### src/rtl/sim_uart_pkg.sv
// Shared types and helpers for the multi-channel UART receive hub.
// Receiver states, bit-period derivation and channel-index width.
package sim_uart_pkg;

    typedef enum logic [2:0] {
        Idle,
        Start,
        Data,
        Stop,
        Break
    } rx_state_e;

    function automatic int clks_per_bit(input int freq, input int baud);
        return freq / baud;
    endfunction

    function automatic int chan_w(input int n);
        return (n > 1) ? $clog2(n) : 1;
    endfunction

endpackage

### src/rtl/sim_uart_rx.sv
// Single-channel UART receiver: synchroniser, framing FSM, bit timer.
// Emits a one-cycle push with the byte, or a one-cycle framing-error pulse.
module sim_uart_rx
    import sim_uart_pkg::*;
#(
    parameter int ClksPerBit = 16
) (
    input  logic       clk_i,
    input  logic       rst_ni,
    input  logic       rx_i,
    output logic       push_o,
    output logic [7:0] data_o,
    output logic       frame_err_o
);

    localparam int CntW = $clog2(ClksPerBit);
    localparam logic [CntW-1:0] HalfLoad = CntW'(ClksPerBit / 2 - 1);
    localparam logic [CntW-1:0] BitLoad  = CntW'(ClksPerBit - 1);

    logic [1:0]      sync_q;
    logic [1:0]      flush_q;
    logic            armed_q;
    rx_state_e       state_q;
    logic [CntW-1:0] cnt_q;
    logic [2:0]      bit_q;
    logic [7:0]      shift_q;
    logic            rs;

    assign rs = sync_q[1];

    // Two-flop synchroniser preset idle-high; flush_q marks when rs is real.
    always_ff @(posedge clk_i) begin
        if (!rst_ni) begin
            sync_q  <= 2'b11;
            flush_q <= 2'b00;
        end else begin
            sync_q  <= {sync_q[0], rx_i};
            flush_q <= {flush_q[0], 1'b1};
        end
    end

    // Framing FSM: mid-bit sampling, LSB first, waits for high line to arm.
    always_ff @(posedge clk_i) begin
        if (!rst_ni) begin
            state_q     <= Idle;
            armed_q     <= 1'b0;
            cnt_q       <= '0;
            bit_q       <= '0;
            shift_q     <= '0;
            push_o      <= 1'b0;
            data_o      <= '0;
            frame_err_o <= 1'b0;
        end else begin
            push_o      <= 1'b0;
            frame_err_o <= 1'b0;
            unique case (state_q)
                Idle: begin
                    if (!armed_q) begin
                        if (flush_q[1]) begin
                            if (rs) armed_q <= 1'b1;
                            else    state_q <= Break;
                        end
                    end else if (!rs) begin
                        state_q <= Start;
                        cnt_q   <= HalfLoad;
                    end
                end
                Start: begin
                    if (cnt_q == '0) begin
                        if (!rs) begin
                            state_q <= Data;
                            cnt_q   <= BitLoad;
                            bit_q   <= '0;
                        end else begin
                            state_q <= Idle;
                        end
                    end else begin
                        cnt_q <= cnt_q - 1'b1;
                    end
                end
                Data: begin
                    if (cnt_q == '0) begin
                        shift_q <= {rs, shift_q[7:1]};
                        cnt_q   <= BitLoad;
                        if (bit_q == 3'd7) state_q <= Stop;
                        else               bit_q   <= bit_q + 3'd1;
                    end else begin
                        cnt_q <= cnt_q - 1'b1;
                    end
                end
                Stop: begin
                    if (cnt_q == '0) begin
                        if (rs) begin
                            push_o  <= 1'b1;
                            data_o  <= shift_q;
                            state_q <= Idle;
                        end else begin
                            frame_err_o <= 1'b1;
                            state_q     <= Break;
                        end
                    end else begin
                        cnt_q <= cnt_q - 1'b1;
                    end
                end
                Break: begin
                    if (rs) begin
                        state_q <= Idle;
                        armed_q <= 1'b1;
                    end
                end
                default: state_q <= Idle;
            endcase
        end
    end

endmodule

### src/rtl/sim_uart_rx_hub.sv
// N-channel UART receive hub: per-channel receiver and FIFO,
// round-robin merge onto one tagged valid/ready byte stream.
module sim_uart_rx_hub
    import sim_uart_pkg::*;
#(
    parameter int NumChannels    = 2,
    parameter int ClockFrequency = 50_000_000,
    parameter int BaudRate       = 115_200,
    parameter int FifoDepth      = 8,
    localparam int ChanW         = chan_w(NumChannels)
) (
    input  logic                   clk_i,
    input  logic                   rst_ni,
    input  logic [NumChannels-1:0] rx_i,
    output logic [7:0]             byte_o,
    output logic [ChanW-1:0]       chan_o,
    output logic                   valid_o,
    input  logic                   ready_i,
    output logic [NumChannels-1:0] frame_err_o,
    output logic [NumChannels-1:0] overflow_o,
    input  logic                   clear_i
);

    localparam int ClksPerBit = clks_per_bit(ClockFrequency, BaudRate);
    localparam int AddrW      = $clog2(FifoDepth);

    logic [7:0]             mem_q [NumChannels][FifoDepth];
    logic [AddrW:0]         wp_q  [NumChannels];
    logic [AddrW:0]         rp_q  [NumChannels];
    logic [7:0]             rx_data [NumChannels];
    logic [NumChannels-1:0] push;
    logic [NumChannels-1:0] ferr;
    logic [NumChannels-1:0] empty;
    logic [NumChannels-1:0] full;
    logic [NumChannels-1:0] pop;
    logic [NumChannels-1:0] wr_en;
    logic [NumChannels-1:0] ovf_set;
    logic [ChanW-1:0]       rr_q;
    logic [ChanW-1:0]       win;
    logic [ChanW-1:0]       cand;
    logic                   found;
    logic                   load;

    assign load    = !valid_o || ready_i;
    assign ovf_set = push & full & ~pop;

    for (genvar c = 0; c < NumChannels; c++) begin : g_ch
        sim_uart_rx #(
            .ClksPerBit(ClksPerBit)
        ) u_rx (
            .clk_i      (clk_i),
            .rst_ni     (rst_ni),
            .rx_i       (rx_i[c]),
            .push_o     (push[c]),
            .data_o     (rx_data[c]),
            .frame_err_o(ferr[c])
        );

        assign empty[c] = wp_q[c] == rp_q[c];
        assign full[c]  = (wp_q[c][AddrW] != rp_q[c][AddrW]) &&
                          (wp_q[c][AddrW-1:0] == rp_q[c][AddrW-1:0]);
        assign pop[c]   = load && found && (win == ChanW'(c));
        // A pop in the same cycle frees the slot the push needs.
        assign wr_en[c] = push[c] && (!full[c] || pop[c]);
    end

    // Round-robin pick: first non-empty FIFO at or after rr_q.
    always_comb begin
        found = 1'b0;
        win   = '0;
        cand  = '0;
        for (int i = 0; i < NumChannels; i++) begin
            cand = ChanW'((int'(rr_q) + i) % NumChannels);
            if (!found && !empty[cand]) begin
                found = 1'b1;
                win   = cand;
            end
        end
    end

    // FIFO read/write pointers, one extra bit to tell full from empty.
    always_ff @(posedge clk_i) begin
        if (!rst_ni) begin
            for (int c = 0; c < NumChannels; c++) begin
                wp_q[c] <= '0;
                rp_q[c] <= '0;
            end
        end else begin
            for (int c = 0; c < NumChannels; c++) begin
                if (wr_en[c]) wp_q[c] <= wp_q[c] + 1'b1;
                if (pop[c])   rp_q[c] <= rp_q[c] + 1'b1;
            end
        end
    end

    // FIFO storage, written only when a push is accepted.
    always_ff @(posedge clk_i) begin
        for (int c = 0; c < NumChannels; c++) begin
            if (wr_en[c]) mem_q[c][wp_q[c][AddrW-1:0]] <= rx_data[c];
        end
    end

    // Sticky error flags; a new event wins over a same-cycle clear.
    always_ff @(posedge clk_i) begin
        if (!rst_ni) begin
            frame_err_o <= '0;
            overflow_o  <= '0;
        end else begin
            frame_err_o <= ferr | (clear_i ? '0 : frame_err_o);
            overflow_o  <= ovf_set | (clear_i ? '0 : overflow_o);
        end
    end

    // Output register: reloads when empty or when its byte is taken.
    always_ff @(posedge clk_i) begin
        if (!rst_ni) begin
            valid_o <= 1'b0;
            byte_o  <= '0;
            chan_o  <= '0;
            rr_q    <= '0;
        end else if (load) begin
            valid_o <= found;
            if (found) begin
                byte_o <= mem_q[win][rp_q[win][AddrW-1:0]];
                chan_o <= win;
                rr_q   <= ChanW'((int'(win) + 1) % NumChannels);
            end
        end
    end

endmodule
### config.mk
export PLATFORM = sky130hd
export DESIGN_NAME = sim_uart_rx_hub
export DESIGN_NICKNAME = d
export VERILOG_FILES = /design/src/rtl/sim_uart_pkg.sv /design/src/rtl/sim_uart_rx.sv /design/src/rtl/sim_uart_rx_hub.sv
export SDC_FILE = /design/constraint.sdc
export NUM_CORES = 1
export LEC_CHECK = 0
export ABC_AREA = 1
export BUFFER_PORTS_ARGS = -buffer_cell sky130_fd_sc_hd__buf_4
export CORE_UTILIZATION = 60
export CTS_CLUSTER_DIAMETER = 30
export DETAILED_ROUTE_END_ITERATION = 7
export GPL_TIMING_DRIVEN = 0
export PLACE_DENSITY_LB_ADDON = 0.08
export SLEW_MARGIN = 15
export SYNTH_ARGS = -nofsm -noshare
export SYNTH_HDL_FRONTEND = slang
export SYNTH_SLANG_ARGS = --single-unit
### constraint.sdc
create_clock -name clk_i -period 2.9 [get_ports clk_i]
set_input_delay 0.58 -clock clk_i [delete_from_list [all_inputs] [get_ports clk_i]]
set_output_delay 0.58 -clock clk_i [all_outputs]
set_load 0.02 [all_outputs]
# [Word-level counts from Yosys, hierarchy flattened]
# Memories as Yosys holds them, arrays and structs flattened.
# Index checks and enable logic that the tools add are counted.
[op_classes] multipliers=0 add_sub_neg=10 reduce_logical=42 eq_ne=40 order_cmp=7 n_bitwise=13 n_div=0 n_shift=0 n_mux=98
[ops] cell="$mux 64" count=2
[ops] cell="$mux 9" count=12
[ops] cell="$mux 3" count=28
[ops] cell="$pmux 9 s4" count=2
[ops] cell="$demux 8 s3" count=2
[ops] cell="$mux 1" count=33
[ops] cell="$mux 8" count=4
[ops] cell="$pmux 3 s5" count=2
[ops] cell="$bmux 8 s3" count=1
[ops] cell="$ne 2x1->1 const B" count=12
[ops] cell="$reduce_and 5->1" count=4
[ops] cell="$logic_not 9->1" count=2
[ops] cell="$sub 9x1->9 const B" count=2
[ops] cell="$add 4x1->4 const B" count=4
[ops] cell="$mux 4" count=4
[ops] cell="$ne 2x2->1 const B" count=8
[ops] cell="$reduce_and 7->1" count=2
[ops] cell="$eq 3x2->1 const B" count=4
[ops] cell="$eq 3x3->1 const B" count=4
[ops] cell="$ge 4x4->1 const B" count=3
[ops] cell="$not 3->4" count=3
[ops] cell="$pmux 3 s2" count=2
[ops] cell="$reduce_and 3->1" count=4
[ops] cell="$logic_and 1x1->1" count=10
[ops] cell="23 further kinds" count=56
[totals] latch_bits=0 rom_bits=0 output_inout_bits=14 ramBits=144 reg_bits=91 n_memories=3 inputBits=6
[memory_table] name="mem_q" words=2 width=64 read_ports=1 rd_ports_with_merged_regs=0 write_ports=2 line="sim_uart_rx_hub.sv:27" rtl="logic [7:0] mem_q [NumChannels][FifoDepth];"
[memory_table] name="rp_q" words=2 width=4 read_ports=3 rd_ports_with_merged_regs=0 write_ports=2 line="sim_uart_rx_hub.sv:29" rtl="logic [AddrW:0] rp_q [NumChannels];"
[memory_table] name="wp_q" words=2 width=4 read_ports=2 rd_ports_with_merged_regs=0 write_ports=2 line="sim_uart_rx_hub.sv:28" rtl="logic [AddrW:0] wp_q [NumChannels];"

# [Depth between registers and ports, before layout]
# Gate-level depths: netlist of run 1.
# An unclocked memory read counts as a cell.
[depth] depth_word=15 depth_mapped=17

# [By module]
# From an unflattened synthesis of run 1, not the netlist that was laid out.
[hier_totals] cells_unflattened=1199 area_unflattened_um2=10696.5
[by_module_without_submodules] mod="sim_uart_rx_hub" cells_per_inst=679 seq_area_each_um2=4624.4 instances=1 area_per_inst_um2=6985.4
[by_module_without_submodules] mod="sim_uart_rx" cells_per_inst=260 seq_area_each_um2=760.7 instances=2 area_per_inst_um2=1855.5

# [Worst setup path before layout of run 1]
# No wires, ideal clock.
[synth_timing] path_type="reg-to-reg" startpoint="memory wp_q[0][4] (netlist name)" endpoint="memory mem_q[0][10] (netlist name), enable pin" arrival_time_ps=2224 n_path_buf=2 period_less_slack_ps=2607 slack_ps=293 stages_incl_launch_ff=11 t_required_ps=2517 cell_sequence="edfxtp_1 -> xor2_1 -> nor2_1 -> nand2_1 -> nand2_2 -> buf_6 -> buf_6 -> a21oi_2 -> nor2_1 -> nand2_1 -> nor3_1"
[synth_rtl] element="start, declared" line="sim_uart_rx_hub.sv:28"
[synth_rtl] element="end, declared" line="sim_uart_rx_hub.sv:27"

==> metrics, run 1 <==
per-cell routed wire length=~18 um; Synth area leader=edfxtp_1; Tot GR Track Use=between 30% and 40%; syn_area_per_cell=9.16 um2; GP Congestion=roughly 0.9; Synth async-reset ratio=0%; Layout Cells excl Fill=1435; post-synthesis cell area=just over 0.01 mm2; hold wc startpoint=rst_ni; IO Count=20; placed wire-length estimate=around 18 mm; Slew HR=a little over half; final worst-path cycle share=97.6%; Peak supply drop=0.862 mV; filler cell count=1204; dpl cells=around 1300; initial antenna violation count=0; CTS Root Cell=clkbuf_16; Lkg Pwr=roughly 5 nW; skew final=0.0198 ns; vias in the first global route=7700; Worst R2R Start=wp_q[0][5]; diode count=0; Synthesized Nets=about 1100; Layout area overhead=20.5%; Fin. Hold Viols=0; worst-path cell chain=xor2_1 -> nor2_1 -> nand2_1 -> nand2_2 -> buf_6 -> buf_6 -> a21oi_2 -> nor2_2 -> nand2_1 -> nor2_2; max cap viols=0; insertion delay of the later-clocked pin in the worst-skew pair=about 0.53 ns; TritonCTS clock tree=built; Warnings, synthesis=0; top-count cell post-synth=nand2_1; CTS Buf Count=45; Clock Tree Buf Depth=3; sequential share of the synthesized area=60.1%; Seq cells post-synth=233; Setup crit start=wp_q[0][5]; die height=around 130 um; H-tree levels=2; Initial Utilization=61.2%; global route overflow=0; layout cell share with drive strength beyond 1=~15%; setup repair after global routing missed its margin=true; Final nets=roughly 1200; Slew Limit Fails=0; # DRC=0; Initial DRC Count=749; min Tclk post-route=between 2 and 3 ns; outcome=finished, final reports clean; # clock sinks=233; Core Region=0.0166 mm2; fmax=353 MHz; pin count of the biggest net entering global routing=13; Slew @ Worst Pin=0.705 ns; first-pass detailed-route iteration total=6; Final setup viols=0; CP Launch Type=register; Hold WS=0.217 ns; Routed WL=26.3 mm; Worst Hold Class=input port to register; worst-path fanout max=10; count of cell types in the netlist=between 40 and 50; top cell type's share of synthesized area=between 40% and 50%; Die Area=around 0.017 mm2; critical path data arrival time=between 2 and 3 ns; die width=roughly 130 um; crit end category=register; Post-synth top flop=edfxtp_1; data required time of the worst path=roughly 3.1 ns; cell area power density=roughly 1100 mW/mm2; max incr delay on CP=between 0.5 and 0.6 ns; synth cell count leaders=nand2_1, edfxtp_1, nand3_1; DR vias=~8000; Post-Syn Instances=approximately 1100; num rows=47; utilization after layout=73.8%; ranking of synthesized cells by area=edfxtp_1, dfxtp_1, nand2_1; Final ANT Viol Nets=0; highest-delay cell along the critical path=edfxtp_1; first-pass GRT wire length=a little over 40 mm; vias per inst=roughly 5.6; Clk pin slew, worst setup/hold paths=~0.050 ns; worst setup path class=register to register; IO buf count=19; Post-synth EDFFs=roughly 140
==> metal layers <==
layer / share of wire (%) / vias to the layer above / global-route usage (%)
met5: 0 / - / 0
met4: 5.5 / 0 / 18.6
met3: 6.8 / 80 / 5.73
met2: 48 / 332 / 51.1
met1: 40 / 3741 / 38.7
li1: - / 3876 / -
==> layout make-up <==
cell class                      count  area, um2  share of cell area (%)
Buffer                             48        250                    2.04
Clock buffer                       51       1210                    9.90
Multi-Input combinational cell    735       3540                    29.0
Tap cell                          220        275                    2.25
Sequential cell                   233       6110                    49.9
Timing Repair Buffer               22        178                    1.45
Inverter                           93        352                    2.87
Clock inverter                     33        323                    2.64
==> kinds of logic after synthesis <==
logic type / Yosys count / synth area share, %
buffers and inverters: 141 / 5.92
XOR/XNOR: 17 / 1.47
AO/OA/AOI/OAI: 141 / 7.83
adder cells (fa/ha/maj): 11 / 1.35
flip-flops: 233 / 60.1
AND/OR/NAND/NOR: 566 / 23.3
==> per-stage QoR <==
stage                     power [W]  setup TNS [ns]  instance area [um2]  setup slack, ns
final                        0.0135               0                12200           0.0690
after global routing         0.0142           -1.48                12200          -0.0947
after CTS                    0.0134               0                12200           0.0121
after detailed placement    0.00825          -10.13                10600           -0.443
after global placement      0.00818           -9.42                10600           -0.416
after floorplan             0.00712               0                10200            0.293
==> worst max-delay path, delay by kind of cell (launching register included) <==
kind | cells | cell delay, ns
DFF | 1 | 0.54
buffers and inverters | 2 | 0.32
AOI/OAI and AO/OA | 1 | 0.08
and+or+nand+nor | 6 | 1.28
xor gates and xnor gates | 1 | 0.22
==> power breakdown <==
part           internal, W  total (W)  switching [W]
clock network      0.00333    0.00513        0.00180
logic              0.00136    0.00421        0.00285
registers          0.00385    0.00412       0.000270
==> placed cells by master, fill, tap and decap left out, types with 3 or more instances in the layout <==
cell type	synthesis	layout
a211oi_1	7	7
a21oi_1	65	65
a31oi_1	3	3
buf_2	26	26
buf_4	6	27
bufinv_16	0	3
clkbuf_1	12	15
clkbuf_16	0	48
clkinv_2	0	5
clkinv_4	0	4
clkinvlp_4	0	9
dfxtp_1	89	89
edfxtp_1	144	144
ha_1	11	11
inv_1	87	87
inv_2	4	4
inv_6	0	9
nand2_1	303	303
nand2_2	3	3
nand3_1	132	132
nand3b_1	3	3
nand4_1	3	3
nor2_1	98	83
nor2_2	1	9
nor2_4	0	7
nor3_1	13	11
o21ai_0	49	49
or2_2	7	7
xnor2_1	6	6
xor2_1	11	11
==> sequential cells by signal, summed over array words and instances, names as in the netlist <==
register and count:
g_ch.u_rx.cnt_q 18, g_ch.u_rx.data_o 16, overflow_o 2, g_ch.u_rx.bit_q 6
g_ch.u_rx.flush_q 2, wp_q 8, g_ch.u_rx.state_q 6, g_ch.u_rx.frame_err_o 2
g_ch.u_rx.shift_q 16, frame_err_o 2, g_ch.u_rx.push_o 2, g_ch.u_rx.armed_q 2
g_ch.u_rx.sync_q 4, chan_o 1, rp_q 8, valid_o 1
byte_o 8, mem_q 128, rr_q 1
==> final timing paths <==
kind	depth (start not counted)	end	slack (ns)
min	1	g_ch[0].u_rx.flush_q[0]	0.22
max	10	mem_q[0][30]	0.07
max reg2reg	10	mem_q[0][30]	0.07
min reg2reg	1	g_ch[1].u_rx.sync_q[1]	0.41
==> what timing repair did <==
action / CTS / global route
resized for setup: 12 / 14
setup buffers: 0 / 3
hold buffers: 0 / 0
pin swaps: 0 / 1
setup endpoints to repair: 69 / 96
(Power assumes the default switching activity.)
==> run 2, diff against run 1 <==
==> constraint.sdc (replaced) <==
create_clock -name clk_i -period 2.9 [get_ports clk_i]
set_input_delay 0.145 -clock clk_i [delete_from_list [all_inputs] [get_ports clk_i]]
set_output_delay 0.145 -clock clk_i [all_outputs]
set_load 0.02 [all_outputs]
==> metrics, run 2 (synthesis results as in run 1) <==
vias in the first global route=between 7000 and 8000; # DRC=0; crit end category=register; H-tree levels=2; first-pass detailed-route iteration total=5; worst-path fanout max=10; Final ANT Viol Nets=0; first-pass GRT wire length=40.9 mm; die height=~130 um; Slew @ Worst Pin=approximately 0.7 ns; DP Worst Slack=-0.443 ns; die width=~130 um; Initial Utilization=between 60 and 70%; outcome=finished, final reports clean; Worst Hold Class=input port to register; critical path data arrival time=roughly 3 ns; cell area power density=between 1000 and 1500 mW/mm2; placed wire-length estimate=17.8 mm; max FFs per register=roughly 130; Lkg Pwr=around 5.0 nW; Worst Reg-to-Reg Cells=10; global route overflow=0; IO buf count=19; Tot GR Track Use=between 30% and 40%; setup repair after global routing missed its margin=true; per-cell routed wire length=18.3 um; Fin. Hold Viols=0; vias per inst=5.60; CTS Buf Count=45; final worst-path cycle share=97.7%; Clk pin slew, worst setup/hold paths=roughly 0.050 ns; Clock Tree Buf Depth=3; Routed WL=~26 mm; # clock sinks=about 230; pin count of the biggest net entering global routing=13; CTS Root Cell=clkbuf_16; most frequent cells in the layout=nand2_1, edfxtp_1, nand3_1; min Tclk post-route=roughly 2.8 ns; Slew HR=between 50% and 60%; PnR worst setup slack=between 0.06 and 0.07 ns; Final setup viols=0; Slew Limit Fails=0; layout cell share with drive strength beyond 1=14.5%; CP Launch Type=register; worst setup path class=register to register; Core Region=around 0.017 mm2; Min-Delay Path Depth=2; dpl cells=about 1300; initial antenna violation count=0; Layout Cells excl Fill=approximately 1400; insertion delay of the later-clocked pin in the worst-skew pair=roughly 0.53 ns; TritonCTS clock tree=built; Peak supply drop=around 0.86 mV; diode count=0; skew final=approximately 0.020 ns; fmax=around 350 MHz; data required time of the worst path=around 3.1 ns; Initial DRC Count=around 770; Final nets=1200; num rows=47; most common cell after layout, fill and taps aside=nand2_1; max cap viols=0; DR vias=approximately 8000; Layout area overhead=21.0%; r2r setup slk=roughly 0.068 ns; Die Area=0.0175 mm2; GP Congestion=approximately 0.9; IO Count=20
run 2: changes by cell type in the layout (fill, tap and decap cells not counted), sizes merged:
cell	before	now
dlygate4sd3	0	5
run 2: area by class of cell:
type | instances | area, um2
Inverter | 93 | 352
Multi-Input combinational cell | 735 | 3540
Clock buffer | 51 | 1210
Tap cell | 220 | 275
Timing Repair Buffer | 27 | 228
Fill cell | 1194 | 4290
Buffer | 48 | 250
Sequential cell | 233 | 6110
Clock inverter | 33 | 323
run 2: worst paths after layout:
path | start | end
setup / recovery | wp_q[0][5] | mem_q[0][46]
hold / removal | rst_ni | g_ch[0].u_rx.flush_q[0]
hold reg to reg | g_ch[1].u_rx.sync_q[0] | g_ch[1].u_rx.sync_q[1]
setup reg to reg | wp_q[0][5] | mem_q[0][46]
run 2: power by group:
| part | internal (W) | switching [W] | total [W] |
|---|---|---|---|
| combinational | 0.00136 | 0.00285 | 0.00421 |
| sequential | 0.00385 | 0.000270 | 0.00412 |
| clock | 0.00333 | 0.00180 | 0.00513 |
run 2: what timing repair did:
action	CTS	global route
endpoints found under the setup margin	69	96
hold buffers	5	0
pin swaps	0	1
buffers inserted	0	3
hold endpoints to repair	7	0
resized for setup	12	14
run 2: critical path: stages (launching register included):
cell,delay [ns]
edfxtp_1,0.55
xor2_1,0.22
nor2_1,0.15
nand2_1,0.16
nand2_2,0.12
buf_6,0.16
buf_6,0.16
a21oi_2,0.08
nor2_2,0.17
nand2_1,0.22
nor2_2,0.45
run 2: metrics by stage:
stage,hold WS [ns],total power (W),setup TNS [ns],util [%],cell area (um2)
after floorplan,0.173,0.00712,0,-,10200
after global placement,0.295,0.00818,-9.42,63.8,10600
after detailed placement,0.298,0.00825,-10.13,63.8,10600
after CTS,0.304,0.0134,0,73.6,12200
after global routing,0.327,0.0142,-1.48,74.1,12300
final,0.335,0.0135,0,74.1,12300
run 2: per-layer routing:
| layer | part of all wire [%] | wire length [um] | track usage [%] |
|---|---|---|---|
| met1 | 40 | 10600 | 38.9 |
| met3 | 6.5 | 1700 | 5.73 |
| met4 | 5.3 | 1400 | 18.6 |
| met5 | 0 | 0 | 0 |
| met2 | 48 | 12600 | 51.2 |
